--- src/rtl/score_display.sv ---
// score_display: reader of the 32-bit score bus driving an 8-digit multiplexed
// seven-segment display.
//   Decimal mode: a sequential double-dabble engine converts the score to BCD,
//   saturating the shown value at 99,999,999.
//   Hex mode: the raw nibbles of the score are shown.
//   A free-running refresh counter scans the digits; leading zeros can be blanked.
// Ports:
//   clk      - system clock
//   reset    - synchronous active-high reset
//   value    - unsigned score to display
//   hex_mode - 1 = raw hex nibbles, 0 = decimal
//   busy     - high while a BCD conversion is in progress
//   an       - digit enables, active-low, an[0] is the rightmost digit
//   cat      - segments {g,f,e,d,c,b,a}, active-low
module score_display #(
   parameter int unsigned REFRESH_BITS  = 17,
   parameter bit          BLANK_LEADING = 1'b1
) (
   input  logic        clk,
   input  logic        reset,
   input  logic [31:0] value,
   input  logic        hex_mode,
   output logic        busy,
   output logic [7:0]  an,
   output logic [6:0]  cat
);

   localparam int unsigned VALUE_W  = 32;
   localparam int unsigned NDIGITS  = 8;
   localparam int unsigned SEL_W    = 3;
   localparam int unsigned BITCNT_W = 5;

   localparam logic [VALUE_W-1:0] DEC_MAX = VALUE_W'(99_999_999);
   localparam logic [VALUE_W-1:0] SAT_BCD = 32'h9999_9999;

   typedef enum logic [1:0] {
      IDLE   = 2'd0,
      SHIFT  = 2'd1,
      COMMIT = 2'd2
   } state_t;

   state_t                   state;
   logic [VALUE_W-1:0]       captured;
   logic [VALUE_W-1:0]       bin_sr;
   logic [VALUE_W-1:0]       bcd_sr;
   logic [VALUE_W-1:0]       digits;
   logic                     sat;
   logic [BITCNT_W-1:0]      bit_cnt;

   logic [VALUE_W-1:0]       hex_src;
   logic                     hex_sel;
   logic [REFRESH_BITS-1:0]  refresh;

   logic [VALUE_W-1:0]       src_c;
   logic [SEL_W-1:0]         sel_c;
   logic [3:0]               nib_c;
   logic                     blank_c;
   logic [NDIGITS-1:0]       an_c;
   logic [6:0]               cat_c;

   // Double-dabble correction: every BCD nibble >= 5 gets +3 before the shift.
   function automatic logic [VALUE_W-1:0] dabble(input logic [VALUE_W-1:0] b);
      logic [VALUE_W-1:0] r;
      r = b;
      for (int i = 0; i < int'(NDIGITS); i++) begin
         if (b[4*i +: 4] >= 4'd5) begin
            r[4*i +: 4] = b[4*i +: 4] + 4'd3;
         end
      end
      return r;
   endfunction

   // Nibble to active-low {g,f,e,d,c,b,a} segment pattern.
   function automatic logic [6:0] seg_decode(input logic [3:0] n);
      logic [6:0] s;
      case (n)
         4'h0:    s = 7'h40;
         4'h1:    s = 7'h79;
         4'h2:    s = 7'h24;
         4'h3:    s = 7'h30;
         4'h4:    s = 7'h19;
         4'h5:    s = 7'h12;
         4'h6:    s = 7'h02;
         4'h7:    s = 7'h78;
         4'h8:    s = 7'h00;
         4'h9:    s = 7'h10;
         4'hA:    s = 7'h08;
         4'hB:    s = 7'h03;
         4'hC:    s = 7'h46;
         4'hD:    s = 7'h21;
         4'hE:    s = 7'h06;
         default: s = 7'h0E;
      endcase
      return s;
   endfunction

   // Conversion FSM: capture on change, 32 shift cycles, then commit.
   // Changes on value during SHIFT/COMMIT are picked up on return to IDLE
   // because the new value then differs from the captured one.
   always_ff @(posedge clk) begin
      if (reset) begin
         state    <= IDLE;
         captured <= '0;
         bin_sr   <= '0;
         bcd_sr   <= '0;
         digits   <= '0;
         sat      <= 1'b0;
         bit_cnt  <= '0;
         busy     <= 1'b0;
      end else begin
         case (state)
            IDLE: begin
               if (value != captured) begin
                  captured <= value;
                  bin_sr   <= value;
                  sat      <= (value > DEC_MAX);
                  bcd_sr   <= '0;
                  bit_cnt  <= BITCNT_W'(31);
                  busy     <= 1'b1;
                  state    <= SHIFT;
               end
            end
            SHIFT: begin
               // bin_sr starts as the captured value, so its MSB feeds the BCD side.
               {bcd_sr, bin_sr} <= {dabble(bcd_sr), bin_sr} << 1;
               bit_cnt          <= bit_cnt - BITCNT_W'(1);
               if (bit_cnt == '0) begin
                  state <= COMMIT;
               end
            end
            COMMIT: begin
               digits <= sat ? SAT_BCD : bcd_sr;
               busy   <= 1'b0;
               state  <= IDLE;
            end
            default: begin
               state <= IDLE;
               busy  <= 1'b0;
            end
         endcase
      end
   end

   // Display source selection, digit scan and blanking.
   always_comb begin
      src_c   = hex_sel ? hex_src : digits;
      sel_c   = refresh[REFRESH_BITS-1 -: SEL_W];
      nib_c   = src_c[{sel_c, 2'b00} +: 4];
      // Digits sel..7 are all zero exactly when the source shifted down by sel nibbles is zero.
      blank_c = BLANK_LEADING && (sel_c != '0) &&
                ((src_c >> {sel_c, 2'b00}) == '0);
      an_c    = blank_c ? 8'hFF : ~(8'b1 << sel_c);
      cat_c   = seg_decode(nib_c);
   end

   // Hex source, mode register, refresh counter and registered display outputs.
   always_ff @(posedge clk) begin
      if (reset) begin
         hex_src <= '0;
         hex_sel <= 1'b0;
         refresh <= '0;
         an      <= 8'hFF;
         cat     <= 7'h7F;
      end else begin
         hex_src <= value;
         hex_sel <= hex_mode;
         refresh <= refresh + REFRESH_BITS'(1);
         an      <= an_c;
         cat     <= cat_c;
      end
   end

endmodule

--- config.mk ---
export PLATFORM = sky130hd
export DESIGN_NAME = score_display
export DESIGN_NICKNAME = d
export VERILOG_FILES = /design/src/rtl/score_display.sv
export SDC_FILE = /design/constraint.sdc
export NUM_CORES = 1
export LEC_CHECK = 0
export BUFFER_PORTS_ARGS = -buffer_cell sky130_fd_sc_hd__buf_2
export CORE_MARGIN = 2
export CORE_UTILIZATION = 35
export DETAILED_ROUTE_END_ITERATION = 16
export GPL_ROUTABILITY_DRIVEN = 0
export PLACE_DENSITY = 0.49
export SLEW_MARGIN = 5
export SYNTH_ARGS = -nofsm -noshare
export SYNTH_HDL_FRONTEND = slang
export SYNTH_SLANG_ARGS = --single-unit
--- constraint.sdc ---
create_clock -name clk -period 4.3 [get_ports clk]
set_input_delay 0.86 -clock clk [delete_from_list [all_inputs] [get_ports clk]]
set_output_delay 0.86 -clock clk [all_outputs]
set_load 0.1 [all_outputs]
# After elaboration in Yosys (flattened, before gate mapping)
# Memory sizes are Yosys's and may differ from the RTL's. A register that Yosys moved wholly into a read port is not among the register bits.
# Cells that the tools add are included.
[word_totals] reg_bits=195 latchBits=0 ramBits=0 mem_bits_ro=112 mem_count=1
[op_classes] add_sub_neg=10 multipliers=0 n_div=0 order_cmp=9 eq_ne=5 shifts=3 mux=21 bitwise_logic=2 reduce_logical=11
[memory_table] name="(name not given)" depth=16 width=7 rd=1 rd_ports_with_merged_regs=1 wr=0 line_no="76" source="case (n)"
[op_table] cell="32-bit two-way mux" count=4
[op_table] cell="32-bit case mux with 2 select lines" count=2
[op_table] cell="4-bit by 3-bit >= comparator with 1-bit output, second input constant" count=8
[op_table] cell="32-bit by 27-bit greater-than comparator with 1-bit output, second input constant" count=1
[op_table] cell="32-bit logical NOT" count=1
[op_table] cell="32-bit != test" count=1
[op_table] cell="32-bit by 6-bit variable part select with 4-bit output" count=1
[op_table] cell="32-bit by 5-bit right shift with 32-bit output" count=1
[op_table] cell="4-bit by 2-bit adder with 4-bit output, second input constant" count=7
[op_table] cell="4-bit two-way mux" count=7
[op_table] cell="17-bit by 1-bit adder with 17-bit output, second input constant" count=1
[op_table] cell="5-bit case mux with 2 select lines" count=1
[op_table] cell="8-bit inverter" count=1
[op_table] cell="2-bit AND reduction" count=4
[op_table] cell="1-bit by 3-bit << shifter with 8-bit output, first input constant" count=1
[op_table] cell="5-bit logical NOT" count=1
[op_table] cell="5-bit two-way mux" count=1
[op_table] cell="5-bit by 1-bit subtractor with 5-bit output, second input constant" count=1
[op_table] cell="2-bit two-way mux" count=2
[op_table] cell="2-bit != test, second input constant" count=2
[op_table] cell="2-bit case mux with 2 select lines" count=1
[op_table] cell="3-bit by 2-bit adder with 3-bit output, second input constant" count=1
[op_table] cell="3-bit two-way mux" count=1
[op_table] cell="3-bit nonzero test" count=1
[op_table] cell="other kinds (9)" count=9

# Logic depth before layout (Yosys ltp)
[logic_depth] word_depth=5 depth_mapped=12

# Least setup slack after synthesis
# OpenSTA, ideal clock, no wires.
[synth_path] path_kind="register to register" startpoint="register refresh[15]" endpoint="register an[1]" setup_time_ns=0.063 arrival_time_ns=2.390 setup_slack_ns=1.847 stages_incl_launch_ff=11 n_path_buf=1 synth_period_minus_slack_ns=2.453 cell_sequence="dfxtp_1 buf_6 mux4_1 mux2_2 nand2_1 o21ai_0 inv_1 ha_1 o2111ai_1 nor4_2 nand3b_1"
[synth_between] elab_chain_len=4 word_cells_on_any_way=7 cone_classes="2 x shift; 1 x bitwise; 4 x reduce/logical"
[synth_lines] item="from (decl)" line_no="52" source="logic [REFRESH_BITS-1:0] refresh;"
[synth_lines] item="from (signal assigned)" line_no="167" source="refresh <= refresh + REFRESH_BITS'(1);"
[synth_lines] item="32-bit by 5-bit right shift with 32-bit output" line_no="151" source="((src_c >> {sel_c, 2'b00}) == '0);"
[synth_lines] item="32-bit logical NOT" line_no="151"
[synth_lines] item="1-bit logical AND" line_no="150" source="blank_c = BLANK_LEADING && (sel_c != '0) &&"
[synth_lines] item="2-bit OR reduction (no source line)"
[synth_lines] item="to (signal assigned)" line_no="168" source="an <= an_c;"
[synth_lines] item="to (decl)" line_no="24" source="output logic [7:0] an,"
# Parallel ways exist; a longest one is shown, timed or not.
# A chain may end at the register's enable or synchronous reset.

# Final worst setup path
# Ends and elaborated chain as after synthesis.

==> results.toml <==
[placed_design]
dpl_worst_slack_ps = 1140
portBuffers = 50
place_hpwl_mm = 16.5
dp.cells = 1387

[global_route]
grt_max_degree = 88
antenna_found_initial = 1
grt-ovfl-total = 0
grt_pass1_vias = 7055
grt_pass1_wl_mm = 39.2
grt_usage = 0.173

[job]
drv_cap = 0

[status]
violations = "DRC"
outcome = "complete, but fails checks"

[logic_synthesis]
synth_top_flop_cell = "dfxtp_1"
ys_seq_area_frac = 0.433
synth.ff_latch_count = 202
synth_area_um2 = 9350
synth.top_cells.by_count = "202 x dfxtp_1, 154 x nor2_1, 74 x nor3_1"
synth_edf_count = 0
ys_top_cells_by_area = "dfxtp_1 43%, nor2_1 6.2%, mux2i_1 5.9%, xnor2_1 4.1%, nor3_1 4.0%"
yosysUniqueCellTypes = 62
synth_top_area_cell = "dfxtp_1"
synth_most_common_cell = "dfxtp_1"
ys_warn_count = 0
syn_nets = 1116
async_reset_ff_frac = 0
synthCells = 1057
synth.avg_cell_area_um2 = 8.84
synth_top_area_share = 0.433

[power_and_ir_drop]
p_int_uw = 3390
p_leak_uw = 0.00396
combinationalPowerShare = 0.094
p_sw_uw = 1140
power_density_nw_per_um2 = 425
p_clk_frac = 0.459
seqPwrFrac = 0.447
irDropWorstVdd_uv = 266
swShare = 0.252

[floorplan]
die_h_um = 167
dieArea_um2 = 28000
die_x_um = 167
ios = 51
rows = 59
start_util = 0.358
core_um2 = 26100

[sta]
skew_ps = 13.2
slew_violations = 0
slew-limit-headroom = 0.255
fin_ws_ps = 1240
finalSetupViolCount = 0
worst_slew_pin_slew_ps = 1120
fin_crit_ps = 3060
clock.fmax_ghz = 0.326
rsz0062_at_grt = "no"
fin_setup_tns_ps = 0
final-hold-violation-count = 0
period_share = 0.713

[cts]
post-cts-setup-buffers = 0
clock_latency_ps = 510
cts_resized = 0
clockRootBuffer = "clkbuf_16"
cts_hold_buffers = 0
cts_buffers = 23
cts_tree = "done"
htreeDepth = 1
path_clk_slew_ps = 60
clock_path_buffers = 3
cts.sinks = 202

[detailed_routing]
dr_total_vias = 7481
drt-total-wl_mm = 24.4
drc = 1
wl_per_cell_um = 17.1
via_per_inst = 5.24
ant_nets = 0
firstDrtPassIters = 10
drt_iter0_markers = 560

[finish]
antenna_cells = 0
fill_cells = 2648
fin_cells = 1429
fin_nets = 1136
drive_gt1_frac = 0.116
syn_to_final_growth_pct = 14.0

[setup_path]
arrival_ps = 3510
cpMaxStageDelayCell = "mux4_1"
path_max_fanout = 9
slowest_delay_ps = 620
cp_num_buf_inv = 1
cp_cell_sequence = "mux4_1 -> mux2_2 -> nand2_1 -> o21ai_0 -> inv_1 -> ha_1 -> o2111ai_1 -> nor4_2 -> nand3b_1"
critPathKind = "reg2reg"
crit_cells = 9
r2r.worst_path.cells = 9
worstSetupEndpointType = "register"
required_ps = 4740
start_kind = "register"
path_delay_family = "multiplexers"

[worst_hold_path]
hold_class = "reg2reg"
whs_path_depth = 1
sequential cells by signal (all words and copies together), names as in the netlist:
| signal | count |
|---|---|
| bcd_sr | 32 |
| hex_src | 32 |
| cat | 7 |
| digits | 32 |
| an | 8 |
| busy | 1 |
| hex_sel | 1 |
| bit_cnt | 5 |
| state | 2 |
| refresh | 17 |
| captured | 32 |
| sat | 1 |
| bin_sr | 32 |
through the flow:
step | cell area (um2) | hold slack, ps | utilization | total power [uW]
6_report | 10700 | 451 | 0.408 | 4530
5_1_grt | 10700 | 490 | 0.408 | 4710
4_1_cts | 10700 | 456 | 0.408 | 4600
3_5_place_dp | 9850 | 446 | 0.377 | 2500
3_3_place_gp | 9850 | 440 | 0.377 | 2500
2_1_floorplan | 9350 | 418 | - | 2360
power groups by stage:
stage | clock network, uW | registers [uW] | logic, uW
5_1_grt | 2200 | 2040 | 472
4_1_cts | 2140 | 2030 | 433
3_3_place_gp | 0 | 2070 | 431
6_report | 2080 | 2030 | 427
3_5_place_dp | 0 | 2070 | 431
2_1_floorplan | 0 | 2090 | 277
cell type report:
| class | count | area (um2) | area share |
|---|---|---|---|
| multi-input combinational | 754 | 4910 | 0.460 |
| tap | 335 | 419 | 0.0393 |
| clock inverter | 14 | 183 | 0.0171 |
| clock buffer | 28 | 624 | 0.0586 |
| inverter | 32 | 120 | 0.0113 |
| sequential | 202 | 4050 | 0.380 |
| timing repair buffer | 64 | 358 | 0.0336 |
layer usage:
layer / track usage / up-vias / wire, um
li1: - / 3749 / -
met1: 0.248 / 3552 / 12100
met2: 0.272 / 134 / 10900
met3: 0.0222 / 46 / 835
met4: 0.0495 / 0 / 629
met5: 0 / - / 0
placed cells by master, fill, tap and decap left out, types with 3 or more instances in the layout:
| master | n |
|---|---|
| dfxtp_1 | 201 |
| nor2_1 | 154 |
| nor3_1 | 74 |
| mux2i_1 | 55 |
| a21oi_1 | 54 |
| o21ai_0 | 51 |
| buf_2 | 49 |
| nand2_1 | 45 |
| xnor2_1 | 44 |
| nor2b_1 | 36 |
| inv_1 | 31 |
| or3_1 | 30 |
| ha_1 | 24 |
| clkbuf_16 | 23 |
| o32ai_1 | 19 |
| nand3_1 | 17 |
| xor2_1 | 15 |
| buf_4 | 15 |
| nand4_1 | 12 |
| nand2b_1 | 12 |
| nor4_1 | 10 |
| a31oi_1 | 8 |
| a311oi_1 | 7 |
| a22oi_1 | 7 |
| mux4_1 | 6 |
| o32a_1 | 6 |
| o211ai_1 | 6 |
| clkinv_2 | 6 |
| mux4_2 | 5 |
| or2_1 | 5 |
| mux2_2 | 4 |
| nor3b_1 | 4 |
| nand3b_1 | 4 |
| bufinv_16 | 4 |
| and2_1 | 3 |
| or2_2 | 3 |
| clkbuf_8 | 3 |
kinds of logic after synthesis:
| logic type | count (synthesis) | synth area share |
|---|---|---|
| flip-flops | 202 | 0.433 |
| adder cells (fa/ha/maj) | 24 | 0.0321 |
| buffers and inverters | 101 | 0.0440 |
| AO/OA/AOI/OAI | 184 | 0.127 |
| multiplexers | 70 | 0.0926 |
| XOR/XNOR | 59 | 0.0553 |
| AND/OR/NAND/NOR | 417 | 0.216 |
final timing paths:
| check | to | start | slack, ps |
|---|---|---|---|
| worst max-delay path | an[1] | refresh[15] | 1240 |
| worst min-delay path | refresh[0] | refresh[0] | 450 |
| worst max register to register | an[1] | refresh[15] | 1240 |
| worst min register to register | refresh[0] | refresh[0] | 450 |
(Power assumes the default switching activity.)
